<file path="src/rtl/uart_rx_ext.sv">
`default_nettype none
// ============================================================================
// uart_rx_ext : 16x-oversampled UART receiver, runtime parity/stop select
// Rev 1.0
// ============================================================================
module uart_rx_ext #(
  parameter int D_W    = 8,
  parameter int B_TICK = 16
) (
  input  logic           clk,
  input  logic           rst,
  input  logic           baud_en,
  input  logic           rx_data,
  input  logic           parity_en,
  input  logic           parity_odd,
  input  logic           two_stop,
  output logic [D_W-1:0] out_data,
  output logic           out_valid,
  input  logic           out_ready,
  output logic           parity_err,
  output logic           frame_err,
  output logic           overrun,
  output logic           busy
);

  localparam int TC_W = $clog2(B_TICK);
  localparam int BC_W = $clog2(D_W);
  localparam int MID  = B_TICK / 2;

  localparam logic [TC_W-1:0] C_TC_S0   = TC_W'(MID - 1);
  localparam logic [TC_W-1:0] C_TC_S1   = TC_W'(MID);
  localparam logic [TC_W-1:0] C_TC_DEC  = TC_W'(MID + 1);
  localparam logic [TC_W-1:0] C_TC_LAST = TC_W'(B_TICK - 1);
  localparam logic [BC_W-1:0] C_BC_LAST = BC_W'(D_W - 1);

  typedef enum logic [2:0] {
    S_IDLE   = 3'd0,
    S_START  = 3'd1,
    S_DATA   = 3'd2,
    S_PARITY = 3'd3,
    S_STOP   = 3'd4,
    S_STOP2  = 3'd5
  } state_t;

  state_t          state_q;
  logic            sync1_q;
  logic            rxs_q;
  logic [TC_W-1:0] tc_q;
  logic [BC_W-1:0] bc_q;
  logic            armed_q;
  logic            s0_q;
  logic            s1_q;
  logic [D_W-1:0]  shreg_q;
  logic            par_q;
  logic            perr_q;
  logic            ferr_q;
  logic            pen_q;
  logic            podd_q;
  logic            two_q;
  logic [D_W-1:0]  out_data_q;
  logic            out_valid_q;
  logic            perr_out_q;
  logic            ferr_out_q;
  logic            overrun_q;
  logic            busy_q;

  logic maj_d;
  logic dec_d;
  logic last_d;
  logic ferr_d;
  logic done_d;
  logic take_d;

  // The third sample is the live line at the decision tick itself.
  assign maj_d  = (s0_q & s1_q) | (s0_q & rxs_q) | (s1_q & rxs_q);
  assign dec_d  = baud_en && (tc_q == C_TC_DEC);
  assign last_d = baud_en && (tc_q == C_TC_LAST);
  assign ferr_d = ferr_q | ~maj_d;
  assign done_d = dec_d && (((state_q == S_STOP) && !two_q) || (state_q == S_STOP2));
  assign take_d = !out_valid_q || out_ready;

  always_ff @(posedge clk) begin
    if (rst) begin
      state_q     <= S_IDLE;
      sync1_q     <= 1'b1;
      rxs_q       <= 1'b1;
      tc_q        <= '0;
      bc_q        <= '0;
      armed_q     <= 1'b0;
      s0_q        <= 1'b0;
      s1_q        <= 1'b0;
      shreg_q     <= '0;
      par_q       <= 1'b0;
      perr_q      <= 1'b0;
      ferr_q      <= 1'b0;
      pen_q       <= 1'b0;
      podd_q      <= 1'b0;
      two_q       <= 1'b0;
      out_data_q  <= '0;
      out_valid_q <= 1'b0;
      perr_out_q  <= 1'b0;
      ferr_out_q  <= 1'b0;
      overrun_q   <= 1'b0;
      busy_q      <= 1'b0;
    end else begin
      sync1_q   <= rx_data;
      rxs_q     <= sync1_q;
      overrun_q <= 1'b0;

      if (baud_en && (tc_q == C_TC_S0)) s0_q <= rxs_q;
      if (baud_en && (tc_q == C_TC_S1)) s1_q <= rxs_q;

      case (state_q)
        S_IDLE: begin
          if (rxs_q) armed_q <= 1'b1;
          if (!rxs_q && armed_q) begin
            state_q <= S_START;
            busy_q  <= 1'b1;
            armed_q <= 1'b0;
            tc_q    <= '0;
            pen_q   <= parity_en;
            podd_q  <= parity_odd;
            two_q   <= two_stop;
            perr_q  <= 1'b0;
            ferr_q  <= 1'b0;
          end
        end
        S_START: begin
          if (baud_en) begin
            if (dec_d && maj_d) begin
              state_q <= S_IDLE;
              busy_q  <= 1'b0;
              tc_q    <= '0;
            end else if (last_d) begin
              state_q <= S_DATA;
              tc_q    <= '0;
              bc_q    <= '0;
            end else begin
              tc_q <= tc_q + TC_W'(1);
            end
          end
        end
        S_DATA: begin
          if (dec_d) shreg_q <= {maj_d, shreg_q[D_W-1:1]};
          if (last_d) begin
            tc_q <= '0;
            if (bc_q == C_BC_LAST) state_q <= pen_q ? S_PARITY : S_STOP;
            else bc_q <= bc_q + BC_W'(1);
          end else if (baud_en) begin
            tc_q <= tc_q + TC_W'(1);
          end
        end
        S_PARITY: begin
          if (dec_d) par_q <= maj_d;
          if (last_d) begin
            perr_q  <= ((^shreg_q) ^ par_q) != podd_q;
            state_q <= S_STOP;
            tc_q    <= '0;
          end else if (baud_en) begin
            tc_q <= tc_q + TC_W'(1);
          end
        end
        S_STOP: begin
          if (dec_d) ferr_q <= ferr_d;
          if (done_d) begin
            state_q <= S_IDLE;
            busy_q  <= 1'b0;
            tc_q    <= '0;
          end else if (last_d) begin
            state_q <= S_STOP2;
            tc_q    <= '0;
          end else if (baud_en) begin
            tc_q <= tc_q + TC_W'(1);
          end
        end
        S_STOP2: begin
          if (dec_d) ferr_q <= ferr_d;
          if (done_d) begin
            state_q <= S_IDLE;
            busy_q  <= 1'b0;
            tc_q    <= '0;
          end else if (baud_en) begin
            tc_q <= tc_q + TC_W'(1);
          end
        end
        default: begin
          state_q <= S_IDLE;
          busy_q  <= 1'b0;
          tc_q    <= '0;
        end
      endcase

      // A completing word wins over the handshake drop so valid stays high.
      if (done_d) begin
        if (take_d) begin
          out_data_q  <= shreg_q;
          perr_out_q  <= perr_q;
          ferr_out_q  <= ferr_d;
          out_valid_q <= 1'b1;
        end else begin
          overrun_q <= 1'b1;
        end
      end else if (out_valid_q && out_ready) begin
        out_valid_q <= 1'b0;
      end
    end
  end

  assign out_data   = out_data_q;
  assign out_valid  = out_valid_q;
  assign parity_err = perr_out_q;
  assign frame_err  = ferr_out_q;
  assign overrun    = overrun_q;
  assign busy       = busy_q;

endmodule
`default_nettype wire

</file>
<file path="config.mk">
export PLATFORM = sky130hd
export DESIGN_NAME = uart_rx_ext
export DESIGN_NICKNAME = d
export VERILOG_FILES = /design/src/rtl/uart_rx_ext.sv
export SDC_FILE = /design/constraint.sdc
export NUM_CORES = 1
export LEC_CHECK = 0
export CELL_PAD_IN_SITES_DETAIL_PLACEMENT = 0
export CELL_PAD_IN_SITES_GLOBAL_PLACEMENT = 1
export CORE_ASPECT_RATIO = 1.25
export CORE_MARGIN = 5
export CORE_UTILIZATION = 26
export DETAILED_ROUTE_END_ITERATION = 8
export HOLD_SLACK_MARGIN = 0.08
export PLACE_DENSITY_LB_ADDON = 0.1
export RECOVER_POWER = 50
export REMOVE_ABC_BUFFERS = 1
export SLEW_MARGIN = 20
export SYNTH_ARGS = -nofsm -noshare
export SYNTH_HDL_FRONTEND = slang
export SYNTH_SLANG_ARGS = --single-unit
</file>
<file path="constraint.sdc">
create_clock -name clk -period 2.2 [get_ports clk]
set_clock_uncertainty 0.15 [all_clocks]
set_input_delay 0.44 -clock clk [delete_from_list [all_inputs] [get_ports clk]]
set_output_delay 0.44 -clock clk [all_outputs]
set_load 0.005 [all_outputs]
</file>
After elaboration in Yosys (flattened, before gate mapping)
Index checks and enable logic that the tools add are counted.
- register bits: 42
- input bits: 8
- output and inout bits: 13
- word-level logic and storage cells: 138
- add/sub/neg operators: 2
- eq/ne operators: 26
- mux-type cells: 43
- bitwise gates (word level): 10
- reductions and logical operators: 36
- operator list (kind ; count):
    3-bit 2-to-1 mux ; 16
    4-bit 2-to-1 mux ; 8
    2-bit != test, second input constant ; 10
    4-bit case mux with 5 select lines ; 1
    3-bit case mux with 6 select lines ; 1
    2-bit AND reduction ; 7
    1-bit 2-to-1 mux ; 13
    4-bit == test, second input constant ; 3
    2-bit nonzero test ; 5
    3-bit == test, second input constant ; 3
    1-bit logical AND ; 9
    8-bit AND reduction ; 1
    8-bit XOR reduction ; 1
    3-bit by 2-bit == test with 1-bit output, second input constant ; 2
    2-bit by 1-bit != test with 1-bit output, second input constant ; 3
    3-bit != test, second input constant ; 2
    3-bit case mux with 2 select lines ; 1
    3-bit AND reduction ; 2
    6-bit AND reduction ; 1
    2-bit OR reduction ; 3
    5-bit AND reduction ; 1
    4-bit by 1-bit adder with 4-bit output, second input constant ; 1
    4-bit by 3-bit == test with 1-bit output, second input constant ; 1
    1-bit case mux with 2 select lines ; 2
    other kinds (11) ; 20

Depth between registers and ports, before layout
- depth in word-level cells: 7
- mapped depth: 8
- depth with buffers taken out: 7

Worst setup path before layout
OpenSTA, ideal clock, no wires.
- kind: register to register
- from: register tc_q[0]
- to: register out_data_q[7], in the netlist out_data[7]
- setup time: 0.128 ns
- arrival time: 1.527 ns
- data required time: 1.922 ns
- setup slack: 0.396 ns
- stages on the path, launching flop included: 8
- path buffers: 1
- period minus slack after synthesis: 1.804 ns
- cells stage by stage: dfxtp_1 > ha_1 > and4b_1 > nand3b_1 > nor2b_2 > buf_6 > mux2i_1 > nor2_1
- cells in the longest elaborated chain, start to end: 4
- ends and longest elaborated chain (what ; RTL line ; text):
    start, declared ; 48 ; logic [TC_W-1:0] tc_q;
    start signal, assigned ; 139 ; tc_q <= tc_q + TC_W'(1);
    start signal, assigned ; 150 ; tc_q <= tc_q + TC_W'(1);
    start signal, assigned ; 160 ; tc_q <= tc_q + TC_W'(1);
    4-bit == test ; 76 ; assign dec_d = baud_en && (tc_q == C_TC_DEC);
    1-bit logical AND ; 76 ;
    1-bit logical AND ; 79 ; assign done_d = dec_d && (((state_q == S_STOP) && !two_q) || (state_q == S_STOP2));
    2-bit AND reduction (no source line) ; - ;
    end signal, assigned ; 196 ; out_data_q <= shreg_q;
    end, declared ; 60 ; logic [D_W-1:0] out_data_q;
No other way between the ends.
A chain may end at the register's enable or synchronous reset.

Worst setup path after layout
- from: input port baud_en
- to: register state_q[1]
- cells in the longest elaborated chain, start to end: 5
- elaborated cells between the ends (all ways): 15
- classes of those cells: eq/ne: 6; mux: 4; reduce/logical: 5
- ends and longest elaborated chain (what ; RTL line ; text):
    start, declared ; 12 ; input logic baud_en,
    1-bit logical AND ; 76 ;
    1-bit logical AND ; 130 ; if (dec_d && maj_d) begin
    3-bit 2-to-1 mux ; 130 ;
    3-bit 2-to-1 mux ; 129 ; if (baud_en) begin
    3-bit case mux with 6 select lines ; 113 ; case (state_q)
    end signal, assigned ; 147 ; if (bc_q == C_BC_LAST) state_q <= pen_q ? S_PARITY : S_STOP;
    end, declared ; 45 ; state_t state_q;
Parallel ways exist; a longest one is shown, timed or not. The select of a mux whose other input is x is not followed.

==> qor.log <==
[status] status complete, no violations
[global_route] global-route wire length before repair 8400 µm
[timing] RSZ-0062 raised after global routing false
[timing] slew margin rel. 65.4%
[drt] router iterations before antenna repair 4
[cts] Max H-tree Level 2
[critical_path] critical path peak fanout 5
[placement] post-detailed-placement cell area 2470 µm²
[logic_synthesis] number of warning messages in the yosys log 0
[timing] final count of pins violating max slew 0
[pwr] total power after layout 1910 µW
[floorplanning] FP Rows 36
[pwr] ratio of total power to cell area 748 nW/µm²
[timing] Worst Max-Slew Pin Slew 0.512 ns
[layout] layout overhead on the synthesized area 25.0%
[floorplanning] core box area 7750 µm²
[global_route] remaining global-route overflow 0
[timing] final setup margin 0.126 ns
[timing] total of endpoints with negative setup slack in the final report 0
[logic_synthesis] sequential fraction of the synthesis area 41.1%
[drt] total number of vias 1604
[timing] share of the cycle needed by the critical path after routing 94.3%
[layout] antenna cell count 0
[logic_synthesis] average cell area after synthesis 9.42 µm²
[placement] count of input and output buffers 20
[logic_synthesis] cell types with the largest area share after synthesis dfxtp_1, mux2i_1, nor2_1
[critical_path] startpoint-to-endpoint class of the critical path in -> reg
[cts] total clock buffers created by CTS 5
[placement] placed wire-length estimate 3550 µm
[pwr] leakage power of the design 0.00104 µW
[floorplanning] Die Ht 109 µm
[worst_hold_path] worst hold path depth 1
[cts] worst skew pair latency 0.29 ns
[critical_path] CP arrival 2.13 ns
[cts] buffer levels on the longest clock path 2
[timing] number of hold violations in the final report 0
[drt] drc violations 0
[logic_synthesis] area share of the largest cell type after synthesis 41.1%
[critical_path] required time at the endpoint of the critical path 2.26 ns
[cts] Worst-path clk slew 0.09 ns
[floorplanning] starting density of the core 26.4%
[drt] ANT nets after route 0
[timing] Fmax 482 MHz
[layout] fraction of final layout cells sized beyond drive strength 1 14.3%
[layout] Post-layout nets 264
[global_route] number of antenna violations at the first check in global routing 0
[logic_synthesis] number of different library cells in the post-synthesis netlist 50
[layout] Finished Layout Cells 347
[timing] shortest period the worst path allows 2.07 ns
[cts] CTS tree done
[logic_synthesis] library cell occupying the most area in the post-synthesis netlist dfxtp_1
[cts] number of clock sinks 42
[placement] dpl ws -0.136 ns
[worst_hold_path] Worst Hold Class reg -> reg
[placement] # placed instances 339
[global_route] overall fraction of global-route tracks in use 11.1%
[critical_path] Worst R2R Path Depth 8
[floorplanning] die extent in x 89.3 µm
[flow_run] Maximum Capacitance Violations 0
[logic_synthesis] synthesized area 2040 µm²
[floorplanning] Total Die Area 9750 µm²
[layout] post-route cell area 2550 µm²
[logic_synthesis] count of mapped cells out of synthesis 217
[drt] routed len/inst 14.1 µm
[global_route] number of global-route vias before repair 1712
[logic_synthesis] number of register bits inferred by synthesis 42
[drt] total detailed-routing wirelength 4880 µm
[global_route] largest net degree at the start of global routing 42
[critical_path] kind of end point of the critical path flip-flop
[critical_path] Critical Path Start Type primary input
[floorplanning] count of boundary I/O pins 21
[drt] DRT iter0 DRCs 72
[cts] number of buffers added for setup after CTS 0
[cts] Clock Root Buffer clkbuf_8
[drt] Avg Vias per Cell 4.62
[pwr] peak supply drop 365 µV
[placement] weighted congestion reported at the end of routability-driven placement 0.788
-- flip-flops by register name, indices dropped and copies added (netlist names) --
| signal | count |
|---|---|
| armed_q | 1 |
| bc_q | 3 |
| busy | 1 |
| ferr_q | 1 |
| frame_err | 1 |
| out_data | 8 |
| out_valid | 1 |
| overrun | 1 |
| par_q | 1 |
| parity_err | 1 |
| pen_q | 1 |
| perr_q | 1 |
| podd_q | 1 |
| rxs_q | 1 |
| s0_q | 1 |
| s1_q | 1 |
| shreg_q | 8 |
| state_q | 3 |
| sync1_q | 1 |
| tc_q | 4 |
| two_q | 1 |
-- layout by cell type, fill, tap and decap left out, drive strengths merged, types with 3 or more instances in the layout --
| cell type | n |
|---|---|
| nor3 | 5 |
| a211oi | 4 |
| a21oi | 10 |
| inv | 5 |
| ha | 5 |
| nand2 | 8 |
| nand3 | 6 |
| nor2 | 35 |
| mux2i | 27 |
| buf | 14 |
| nand2b | 4 |
| o21ai | 12 |
| nand4b | 3 |
| dlygate4sd3 | 14 |
| clkdlybuf4s50 | 6 |
| xnor2 | 7 |
| nor2b | 5 |
| clkbuf | 10 |
| dfxtp | 42 |
-- path summary, 6_finish.rpt --
kind / from / end / slack (ns)
max: baud_en / state_q[1] / 0.13
min: sync1_q / rxs_q / 0.26
max reg2reg: tc_q[1] / out_data[1] / 0.21
min reg2reg: sync1_q / rxs_q / 0.26
-- layer usage --
| layer | part of all wire, % | global-route usage [%] |
|---|---|---|
| met1 | 46 | 13.8 |
| met2 | 51 | 19.0 |
| met3 | 2.2 | 2.42 |
| met4 | 0.68 | 3.19 |
| met5 | 0 | 0 |
-- kinds of logic after synthesis --
| kind of cell | Yosys count | share of synthesized area [%] |
|---|---|---|
| compound gates | 36 | 11.7 |
| xor+xnor | 9 | 4.53 |
| fa+ha+maj | 6 | 3.55 |
| buf+inv | 16 | 3.92 |
| flops | 42 | 41.1 |
| mux | 27 | 13.2 |
| simple gates | 81 | 22.0 |
-- power breakdown --
part	switching, µW	leakage, µW	total [µW]	internal (µW)
clock network	281	0.0000514	620	339
registers	54.6	0.000340	847	792
logic	247	0.000646	446	199
total	582	0.00104	1910	1330
-- Yosys cell counts, drive strengths merged --
library cell / number
a211oi: 4
and2: 2
dfxtp: 42
a21oi: 10
nand4: 2
clkbuf: 5
nor4b: 1
nor2: 35
a311oi: 1
xnor3: 1
o21ai: 12
ha: 5
nor2b: 5
or3b: 2
and4: 1
o21a: 1
a22o: 2
or2: 2
and2b: 1
nand4b: 3
maj3: 1
o22ai: 2
xor2: 1
inv: 5
nor3: 5
and4b: 2
nand3: 6
nand3b: 2
xnor2: 7
buf: 6
a21boi: 1
o221ai: 1
nand2b: 4
nand2: 8
a31oi: 2
mux2i: 27
-- per-stage QoR --
step | hold WS, ns | setup TNS (ns) | util, %
5_1_grt | 0.279 | 0 | 33.0
6_report | 0.262 | 0 | 33.0
2_1_floorplan | 0.239 | 0 | -
4_1_cts | 0.272 | 0 | 33.4
3_3_place_gp | 0.244 | -2.77 | 31.9
3_5_place_dp | 0.247 | -2.90 | 31.9
-- repair_timing --
item                                    CTS  global route
hold buffers                              0             0
endpoints found under the setup margin    0             1
resized for setup                         0             1
-- area by class of cell --
cell class,count,area (µm²)
clock buffers,6,72.6
flip-flops and latches,42,842
inverters,5,18.8
fillers,845,5190
well taps,95,119
multi-input cells,159,1110
clock inverters,2,37.5
repair buffers,38,350
-- critical path, stage by stage --
cell             delay [ns]
clkdlybuf4s50_1        0.54
clkbuf_1               0.17
nand4_1                0.15
o221ai_2               0.27
and4b_4                0.31
nor2_1                 0.06
a211oi_2               0.19
Power figures use the tool's default switching activity.
